File: src/rtl/axi_enhanced_tx_wrr_sched_pkg.sv
// Shared definitions for the TX weighted round-robin scheduler: channel codes,
// scheduler states, counter widths and small channel helpers.
package axi_enhanced_tx_wrr_sched_pkg;

  localparam logic [1:0] CH_RR  = 2'd0;
  localparam logic [1:0] CH_RW  = 2'd1;
  localparam logic [1:0] CH_CC  = 2'd2;
  localparam logic [1:0] CH_CFG = 2'd3;

  localparam int CREDIT_W = 4;
  localparam int CONSEC_W = 3;

  typedef enum logic [1:0] {
    IDLE  = 2'd0,
    BUSY  = 2'd1,
    FLUSH = 2'd2
  } state_e;

  // Throttle vector {cfg, cc, rw, rr}: only the granted channel is released.
  function automatic logic [3:0] thrtl_for(input logic [1:0] ch);
    return ~(4'b0001 << ch);
  endfunction

  // Cyclic successor over the three WRR channels RR->RW->CC->RR.
  function automatic logic [1:0] wrr_next(input logic [1:0] ch);
    return (ch == CH_CC) ? CH_RR : ch + 2'd1;
  endfunction

endpackage

File: src/rtl/axi_enhanced_tx_wrr_sched_rr_pick.sv
// Next-requesting WRR channel search: scans pointer+1, pointer+2 and finally
// the pointer itself, so a lone requester is re-selected.
module axi_enhanced_tx_rr_pick
  import axi_enhanced_tx_wrr_sched_pkg::*;
(
  input  logic [1:0] ptr,
  input  logic [2:0] req,
  output logic       vld,
  output logic [1:0] ch
);

  logic [1:0] cand [3];

  assign cand[0] = wrr_next(ptr);
  assign cand[1] = wrr_next(cand[0]);
  assign cand[2] = ptr;

  // Walk from the farthest candidate down so the nearest requester wins.
  always_comb begin
    vld = 1'b0;
    ch  = ptr;
    for (int i = 2; i >= 0; i--) begin
      if (req[cand[i]]) begin
        vld = 1'b1;
        ch  = cand[i];
      end
    end
  end

endmodule

File: src/rtl/axi_enhanced_tx_wrr_sched.sv
// Packet-boundary WRR scheduler for the shared TX path: RR/RW/CC share turns by
// weight, CFG gets bounded priority; a grant lasts one whole TLP.
module axi_enhanced_tx_wrr_sched
  import axi_enhanced_tx_wrr_sched_pkg::*;
#(
  parameter int W_RR           = 4,
  parameter int W_RW           = 4,
  parameter int W_CC           = 2,
  parameter int CFG_MAX_CONSEC = 2
) (
  input  logic       com_iclk,
  input  logic       com_sysrst_n,
  input  logic       s_axis_rr_tvalid,
  input  logic       s_axis_rw_tvalid,
  input  logic       s_axis_cc_tvalid,
  input  logic       s_axis_cfg_tvalid,
  input  logic       cfg_req,
  input  logic       s_axis_tx_tvalid,
  input  logic       s_axis_tx_tready,
  input  logic       s_axis_tx_tlast,
  input  logic       trn_lnk_up,
  output logic [1:0] channel_sel,
  output logic       grant_vld,
  output logic       rr_thrtl,
  output logic       rw_thrtl,
  output logic       cc_thrtl,
  output logic       cfg_thrtl
);

  localparam logic [CREDIT_W-1:0] WT_RR      = CREDIT_W'(W_RR);
  localparam logic [CREDIT_W-1:0] WT_RW      = CREDIT_W'(W_RW);
  localparam logic [CREDIT_W-1:0] WT_CC      = CREDIT_W'(W_CC);
  localparam logic [CONSEC_W-1:0] CONSEC_MAX = CONSEC_W'(CFG_MAX_CONSEC);

  function automatic logic [CREDIT_W-1:0] weight_of(input logic [1:0] ch);
    case (ch)
      CH_RR:   return WT_RR;
      CH_RW:   return WT_RW;
      default: return WT_CC;
    endcase
  endfunction

  state_e              state_q, state_d;
  logic [1:0]          channel_sel_q, channel_sel_d;
  logic                grant_vld_q, grant_vld_d;
  logic [3:0]          thrtl_q, thrtl_d;
  logic [1:0]          ptr_q, ptr_d;
  logic [CREDIT_W-1:0] credit_q, credit_d;
  logic [CONSEC_W-1:0] consec_q, consec_d;

  logic [2:0]          wrr_req;
  logic                any_wrr;
  logic                eop;
  logic                pick_vld;
  logic [1:0]          pick_ch;
  logic [CREDIT_W-1:0] credit_eff;
  logic [CONSEC_W-1:0] consec_eff;
  logic                cfg_hi;
  logic                win_vld;
  logic [1:0]          win_ch;
  logic [1:0]          ptr_arb;
  logic [CREDIT_W-1:0] credit_arb;

  assign wrr_req = {s_axis_cc_tvalid, s_axis_rw_tvalid, s_axis_rr_tvalid};
  assign any_wrr = |wrr_req;
  assign eop     = (state_q == BUSY) & s_axis_tx_tvalid & s_axis_tx_tready & s_axis_tx_tlast;

  axi_enhanced_tx_rr_pick u_rr_pick (
    .ptr (ptr_q),
    .req (wrr_req),
    .vld (pick_vld),
    .ch  (pick_ch)
  );

  // Arbitration sees the counters as they will be after the finishing packet,
  // so the eop-cycle decision is the same function as the IDLE decision.
  always_comb begin
    credit_eff = credit_q;
    consec_eff = consec_q;
    if (eop) begin
      if (channel_sel_q == CH_CFG) begin
        if (consec_q != CONSEC_MAX) consec_eff = consec_q + 1'b1;
      end else begin
        consec_eff = '0;
        if (credit_q != '0) credit_eff = credit_q - 1'b1;
      end
    end

    cfg_hi     = cfg_req & s_axis_cfg_tvalid & ~((consec_eff == CONSEC_MAX) & any_wrr);
    win_vld    = 1'b0;
    win_ch     = CH_RR;
    ptr_arb    = ptr_q;
    credit_arb = credit_eff;
    if (cfg_hi) begin
      win_vld = 1'b1;
      win_ch  = CH_CFG;
    end else if (wrr_req[ptr_q] && (credit_eff != '0)) begin
      win_vld = 1'b1;
      win_ch  = ptr_q;
    end else if (pick_vld) begin
      win_vld    = 1'b1;
      win_ch     = pick_ch;
      ptr_arb    = pick_ch;
      credit_arb = weight_of(pick_ch);
    end else if (s_axis_cfg_tvalid) begin
      win_vld = 1'b1;
      win_ch  = CH_CFG;
    end
  end

  always_comb begin
    state_d       = state_q;
    channel_sel_d = channel_sel_q;
    grant_vld_d   = grant_vld_q;
    thrtl_d       = thrtl_q;
    ptr_d         = ptr_q;
    credit_d      = credit_q;
    consec_d      = consec_q;
    if (!trn_lnk_up) begin
      state_d     = FLUSH;
      grant_vld_d = 1'b0;
      thrtl_d     = 4'hF;
    end else begin
      case (state_q)
        FLUSH: begin
          state_d  = IDLE;
          ptr_d    = CH_RR;
          credit_d = WT_RR;
        end
        IDLE, BUSY: begin
          if ((state_q == IDLE) || eop) begin
            ptr_d    = ptr_arb;
            credit_d = credit_arb;
            consec_d = consec_eff;
            if (win_vld) begin
              state_d       = BUSY;
              channel_sel_d = win_ch;
              grant_vld_d   = 1'b1;
              thrtl_d       = thrtl_for(win_ch);
            end else begin
              state_d     = IDLE;
              grant_vld_d = 1'b0;
              thrtl_d     = 4'hF;
            end
          end
        end
        default: state_d = IDLE;
      endcase
    end
  end

  always_ff @(posedge com_iclk or negedge com_sysrst_n) begin
    if (!com_sysrst_n) begin
      state_q       <= IDLE;
      channel_sel_q <= CH_RR;
      grant_vld_q   <= 1'b0;
      thrtl_q       <= 4'hF;
      ptr_q         <= CH_RR;
      credit_q      <= WT_RR;
      consec_q      <= '0;
    end else begin
      state_q       <= state_d;
      channel_sel_q <= channel_sel_d;
      grant_vld_q   <= grant_vld_d;
      thrtl_q       <= thrtl_d;
      ptr_q         <= ptr_d;
      credit_q      <= credit_d;
      consec_q      <= consec_d;
    end
  end

  assign channel_sel = channel_sel_q;
  assign grant_vld   = grant_vld_q;
  assign rr_thrtl    = thrtl_q[0];
  assign rw_thrtl    = thrtl_q[1];
  assign cc_thrtl    = thrtl_q[2];
  assign cfg_thrtl   = thrtl_q[3];

endmodule

File: config.mk
export PLATFORM = sky130hd
export DESIGN_NAME = axi_enhanced_tx_wrr_sched
export DESIGN_NICKNAME = d
export VERILOG_FILES = /design/src/rtl/axi_enhanced_tx_wrr_sched_pkg.sv /design/src/rtl/axi_enhanced_tx_wrr_sched_rr_pick.sv /design/src/rtl/axi_enhanced_tx_wrr_sched.sv
export SDC_FILE = /design/constraint.sdc
export NUM_CORES = 1
export LEC_CHECK = 0
export ABC_CLOCK_PERIOD_IN_PS = 2600
export CAP_MARGIN = 20
export CELL_PAD_IN_SITES_DETAIL_PLACEMENT = 0
export CELL_PAD_IN_SITES_GLOBAL_PLACEMENT = 2
export CORE_UTILIZATION = 32
export DETAILED_ROUTE_END_ITERATION = 7
export GPL_TIMING_DRIVEN = 0
export PLACE_DENSITY = 0.77
export SLEW_MARGIN = 20
export SYNTH_ARGS = -nofsm -noshare
export SYNTH_HDL_FRONTEND = slang
export SYNTH_SLANG_ARGS = --single-unit
File: constraint.sdc
create_clock -name com_iclk -period 2.6 [get_ports com_iclk]
set_input_delay 0.52 -clock com_iclk [delete_from_list [all_inputs] [get_ports com_iclk]]
set_output_delay 0.52 -clock com_iclk [all_outputs]
set_load 0.01 [all_outputs]
# Yosys cells after proc, flatten, opt, wreduce, memory -nomap -nowiden
# Index checks and enable logic that the tools add are counted.
[classes] add_sub_neg=4 n_lt_le_gt_ge=3 n_eq_ne=15 shifts=1 muxes=50 bitwise=8 n_reduce_logical=15
[ops] op="2-to-1 mux 4 bit" n=11
[ops] op="2-to-1 mux 2 bit" n=15
[ops] op="2-to-1 mux 1 bit" n=15
[ops] op="2-to-1 mux 3 bit" n=4
[ops] op="less-than comparator 2 x 3 -> 1 bit, second input constant" n=3
[ops] op="equality test 2 bit, second input constant" n=4
[ops] op="inequality test 2 bit, second input constant" n=4
[ops] op="one-hot mux 4 bit (2 select lines)" n=1
[ops] op="nonzero test 4 bit" n=2
[ops] op="bitwise AND 1 bit" n=6
[ops] op="binary-select mux 1 bit (select 2 bit)" n=3
[ops] op="AND reduction 3 bit" n=2
[ops] op="AND reduction 6 bit" n=1
[ops] op="adder 2 x 1 -> 2 bit, second input constant" n=2
[ops] op="equality test 2 x 1 -> 1 bit, second input constant" n=2
[ops] op="zero test 2 bit" n=2
[ops] op="inequality test 2 x 1 -> 1 bit, second input constant" n=2
[ops] op="NOT 4 bit" n=1
[ops] op="one-hot mux 2 bit (2 select lines)" n=1
[ops] op="AND reduction 4 bit" n=1
[ops] op="OR reduction 2 bit" n=2
[ops] op="<< shifter 1 x 2 -> 4 bit, first input constant" n=1
[ops] op="subtractor 4 x 1 -> 4 bit, second input constant" n=1
[ops] op="adder 3 x 1 -> 3 bit, second input constant" n=1
[ops] op="other kinds (9)" n=9
[word_totals] ff_bits=18 input_bits=11 word_cells=103

# Depth between registers and ports, before layout
[logic_depth] depth_word=17 mapped_depth=8 ltp_nobuf=8

# Cells and area by module
# Synthesis repeated with hierarchy kept, for this count alone.
[unflattened] hier_cells=153 area_unflattened_um2=1341.3
[by_module_without_submodules] mod="axi_enhanced_tx_wrr_sched" n_inst=1 cells_each=143 area_each_um2=1276.2 seq_area_each_um2=456.7
[by_module_without_submodules] mod="axi_enhanced_tx_rr_pick" n_inst=1 cells_each=10 area_each_um2=65.1 seq_area_each_um2=0.0

# Least setup slack after synthesis
# No wires, ideal clock.
[synth_path] kind="reg2reg" startpoint="reg credit_q[0]" endpoint="reg thrtl_q[3]" setup_ps=62 arrival_ps=2182 slack_ps=356 path_stages_with_launch=9 path_buffers=0 period_less_slack_ps=2244 path_cell_list="dfrtp_1 inv_1 ha_1 or3b_1 a41o_1 o2111a_1 a21oi_4 mux2i_1 o32a_1"
[synth_between] elab_chain_len=14
[synth_rtl] item="start: declaration" line="axi_enhanced_tx_wrr_sched.sv:48" source="logic [CREDIT_W-1:0] credit_q, credit_d;"
[synth_rtl] item="start signal: assignment" line="axi_enhanced_tx_wrr_sched.sv:167" source="credit_q <= credit_d;"
[synth_rtl] item="subtractor 4 x 1 -> 4 bit / nonzero test 4 bit (equally long branches)" line="axi_enhanced_tx_wrr_sched.sv:85" source="if (credit_q != '0) credit_eff = credit_q - 1'b1;"
[synth_rtl] item="2-to-1 mux 4 bit" line="axi_enhanced_tx_wrr_sched.sv:85"
[synth_rtl] item="2-to-1 mux 4 bit" line="axi_enhanced_tx_wrr_sched.sv:81" source="if (channel_sel_q == CH_CFG) begin"
[synth_rtl] item="2-to-1 mux 4 bit (*)" line="axi_enhanced_tx_wrr_sched.sv:80" source="if (eop) begin"
[synth_rtl] item="nonzero test 4 bit (*)" line="axi_enhanced_tx_wrr_sched.sv:97" source="end else if (wrr_req[ptr_q] && (credit_eff != '0)) begin"
[synth_rtl] item="logical AND 1 bit (*)" line="axi_enhanced_tx_wrr_sched.sv:97"
[synth_rtl] item="2-to-1 mux 2 bit" line="axi_enhanced_tx_wrr_sched.sv:97"
[synth_rtl] item="2-to-1 mux 2 bit" line="axi_enhanced_tx_wrr_sched.sv:94" source="if (cfg_hi) begin"
[synth_rtl] item="<< shifter 1 x 2 -> 4 bit" line="axi_enhanced_tx_wrr_sched_pkg.sv:21" source="return ~(4'b0001 << ch);"
[synth_rtl] item="NOT 4 bit" line="axi_enhanced_tx_wrr_sched_pkg.sv:21"
[synth_rtl] item="2-to-1 mux 4 bit (*)" line="axi_enhanced_tx_wrr_sched.sv:135" source="if (win_vld) begin"
[synth_rtl] item="2-to-1 mux 4 bit (*)" line="axi_enhanced_tx_wrr_sched.sv:131" source="if ((state_q == IDLE) || eop) begin"
[synth_rtl] item="2-to-1 mux 4 bit (*)" line="axi_enhanced_tx_wrr_sched.sv:124" source="case (state_q)"
[synth_rtl] item="2-to-1 mux 4 bit (*)" line="axi_enhanced_tx_wrr_sched.sv:119" source="if (!trn_lnk_up) begin"
[synth_rtl] item="end signal: assignment" line="axi_enhanced_tx_wrr_sched.sv:165" source="thrtl_q <= thrtl_d;"
[synth_rtl] item="end: declaration" line="axi_enhanced_tx_wrr_sched.sv:46" source="logic [3:0] thrtl_q, thrtl_d;"
# Every way passes the cells marked *; elsewhere a longest branch is shown, timed or not. The select of a mux whose other input is x is not followed.
# A chain may end at the register's enable or synchronous reset.

# Worst setup path after layout
[layout_path] startpoint="in s_axis_tx_tready" endpoint="reg ptr_q[1]"
[layout_between] elab_chain_len=9
[layout_rtl] item="start: declaration" line="axi_enhanced_tx_wrr_sched.sv:19" source="input logic s_axis_tx_tready,"
[layout_rtl] item="bitwise AND 1 bit (*) (2 in series)" line="axi_enhanced_tx_wrr_sched.sv:66" source="assign eop = (state_q == BUSY) & s_axis_tx_tvalid & s_axis_tx_tready & s_axis_tx_tlast;"
[layout_rtl] item="2-to-1 mux 3 bit" line="axi_enhanced_tx_wrr_sched.sv:80"
[layout_rtl] item="equality test 3 x 2 -> 1 bit" line="axi_enhanced_tx_wrr_sched.sv:89" source="cfg_hi = cfg_req & s_axis_cfg_tvalid & ~((consec_eff == CONSEC_MAX) & any_wrr);"
[layout_rtl] item="bitwise AND 1 bit" line="axi_enhanced_tx_wrr_sched.sv:89"
[layout_rtl] item="NOT 1 bit" line="axi_enhanced_tx_wrr_sched.sv:89"
[layout_rtl] item="bitwise AND 1 bit" line="axi_enhanced_tx_wrr_sched.sv:89"
[layout_rtl] item="inequality test 2 bit (no line)"
[layout_rtl] item="AND reduction 6 bit (no line) (*)"
[layout_rtl] item="end signal: assignment" line="axi_enhanced_tx_wrr_sched.sv:166" source="ptr_q <= ptr_d;"
[layout_rtl] item="end: declaration" line="axi_enhanced_tx_wrr_sched.sv:47" source="logic [1:0] ptr_q, ptr_d;"
# Every way passes the cells marked *; elsewhere a longest branch is shown, timed or not.

==> results.py <==
metrics = {
    "global_route": {
        "grt_max_degree": 19,
        "grt_overflow_total": 0,
        "grt_pass1_vias": 1170,
        "grt_pass1_wl_um": 5520,
        "grt_antenna_before_repair": 0,
        "grt_use_total_pct": 17.67,
    },
    "power_and_ir_drop": {
        "p_leak_nw": 0.6181,
        "powerDensity_nw_per_um2": 741.6,
        "peakVddDrop_v": 0.0002754,
    },
    "cts": {
        "htreeDepth": 1,
        "clock_latency_ps": 260,
        "cts_max_path_buffers": 2,
        "clockRootBuffer": "clkbuf_8",
        "cts_hold_buf": 0,
        "cts_tree": "done",
        "clkSinkCount": 18,
        "clk_pin_slew_ps": 70,
        "cts-buffers-inserted": 3,
    },
    "logic_synthesis": {
        "synth_fp_nets": 156,
        "synth_seq_area_share_pct": 36.98,
        "synth_seq_cells": 18,
        "yosys_warnings": 0,
        "ys_types": 52,
        "async_reset_ff_share_pct": 100.0,
        "synth_edf_count": 0,
        "postSynthCellCount": 142,
        "synth-main-ff-cell": "dfrtp_1",
        "syn_area_um2": 1235,
        "syn_area_per_cell_um2": 8.697,
    },
    "worst_setup_path": {
        "worst-setup-path-type": "input pin to register",
        "cp_data_arrival_time_ps": 2600,
        "critPathCaptureType": "register",
        "cp_max_fo": 8,
        "cp-start-kind": "input pin",
        "required_ps": 2750,
    },
    "finish": {
        "num-fill-cells": 400,
        "final_net_count": 178,
        "fin_util_pct": 43.22,
        "drive_above_1_share_pct": 14.72,
        "final_common_cell": "clkdlybuf4s50_1",
        "multiInputGateArea_um2": 804.5,
        "final_cell_mix": "clkdlybuf4s50_1, nand2_1, dfrtp_1",
        "ff_latch_area_um2": 457.9,
        "diodes": 0,
        "area_delta_synth_final_pct": 29.08,
        "fin_area_um2": 1594,
    },
    "floorplan": {
        "die_h_um": 64.12,
        "die_w_um": 64.12,
        "coreArea_um2": 3689,
        "fp-row-count": 22,
        "die-area_um2": 4111,
        "io_pins": 18,
        "start_util_pct": 33.48,
    },
    "sta": {
        "rsz0062_at_grt": "no",
        "holdWs_ps": 502.6,
        "min_period_over_period_pct": 94.38,
        "skew_ps": 1.321,
        "final-setup-viol-count": 0,
        "tightest_slew_ps": 873.7,
        "fmax_mhz": 407.5,
        "finalMaxSlewViolations": 0,
        "timing.slew.headroom_pct": 41.57,
        "hold_viol_final": 0,
        "layout_min_cycle_time_ps": 2454,
    },
    "placement": {
        "io_buffers": 17,
        "hpwl_um": 2358,
        "placed_area_um2": 1465,
        "globalplace.congestion": 0.7735,
    },
    "routing": {
        "vias": 1132,
        "viasPerCell": 5.365,
        "dr_wl_met2_um": 1435,
        "wire_per_inst_um": 15.01,
        "routed_wl_um": 3168,
        "ant_nets": 0,
        "dr_wl_met3_um": 94,
        "first_pass_iters": 4,
        "topRoutingLayerUsed": "met4",
        "wl_met1_um": 1580,
        "drc_errors": 0,
        "drtIter0Drc": 32,
    },
    "run": {
        "cap_violations": 0,
    },
    "min_path": {
        "hp-class": "register to register",
    },
    "status": {
        "outcome": "finished, final reports clean",
    },
}
-- synthesized netlist by cell type (2+ instances only) --
master,number,area share [%]
nor4_1,2,1.0
clkbuf_1,2,0.61
nand2_1,12,3.6
o31a_1,2,1.4
inv_1,8,2.4
a211o_1,2,1.4
nand2b_1,7,3.5
nor3_1,2,0.81
ha_1,3,3.0
nand3_1,6,2.4
nor2b_1,3,1.5
a21oi_1,7,2.8
dfstp_2,5,11
nor2_1,9,2.7
a221o_1,2,1.6
dfrtp_1,13,26
or2_2,2,1.0
o2111a_1,2,1.8
nor3b_1,2,1.2
o211ai_1,2,1.2
and2_1,4,2.0
o21ai_0,11,4.5
a31oi_1,4,2.0
or4_1,2,1.2
-- area by class of cell --
class,instances,share of cell area [%]
Timing Repair Buffer,18,11.15
Buffer,2,0.5495
Tap cell,48,3.768
Inverter,8,1.884
Sequential cell,18,28.73
Multi-Input combinational cell,113,50.47
Clock buffer,4,3.454
-- routing by layer --
layer	vias up	track usage, %
li1	578	-
met1	526	22.46
met2	23	29.92
met3	5	2.321
met4	0	7.500
met5	-	0
-- cells by family after synthesis --
logic type,count (synthesis),share of synthesized area (%)
AO/OA/AOI/OAI,50,29.59
XOR/XNOR,1,0.7093
adder cells (fa/ha/maj),3,3.040
buffers and inverters,11,3.445
flip-flops,18,36.98
multiplexers,1,0.8106
AND/OR/NAND/NOR,58,25.43
-- sequential cells by signal, summed over array words and instances (netlist names) --
register and flops:
thrtl_q 4, grant_vld 1, consec_q 3, channel_sel 2, credit_q 4, ptr_q 2, state_q 2
-- critical path, stage by stage --
cell and delay (ps):
clkdlybuf4s50_1 490, nand3_2 160, o41ai_4 360, o2111a_1 310
a21oi_4 120, or2_1 330, a221o_1 320
-- path summary, 6_finish.rpt --
check / depth (start not counted) / slack [ps] / from / end
min in group asynchronous: 1 / 750 / com_sysrst_n / state_q[1]
hold reg to reg: 2 / 500 / thrtl_q[2] / thrtl_q[2]
hold / removal: 2 / 500 / thrtl_q[2] / thrtl_q[2]
setup / recovery: 7 / 150 / s_axis_tx_tready / ptr_q[1]
max in group asynchronous: 1 / 1260 / com_sysrst_n / credit_q[0]
setup reg to reg: 8 / 170 / credit_q[0] / channel_sel[0]
-- stage by stage --
stage | total power (W) | TNS (ps) | setup WS [ps] | std cells
2_1_floorplan | 0.0007184 | 0 | 356.3 | 142
3_3_place_gp | 0.0008742 | -3610 | -493.9 | 207
3_5_place_dp | 0.0008817 | -3857 | -500.7 | 207
4_1_cts | 0.001166 | 0 | 19.88 | 211
5_1_grt | 0.001267 | 0 | 11.28 | 211
6_report | 0.001182 | 0 | 146.0 | 211
-- power breakdown --
part           switching [W]  total [W]  leakage [nW]  internal [W]
Clock               0.000105   0.000240        0.0288      0.000135
Sequential         0.0000562   0.000404         0.221      0.000347
Combinational       0.000293   0.000538         0.369      0.000245
Total               0.000454    0.00118         0.618      0.000728
-- timing repair --
item                                    CTS  global route
buffers inserted                          0             1
pin swaps                                 0             2
endpoints found under the setup margin    8            11
cloned                                    0             0
gates resized for setup                   7             5
No activity file was read; power rests on OpenSTA's default activity.
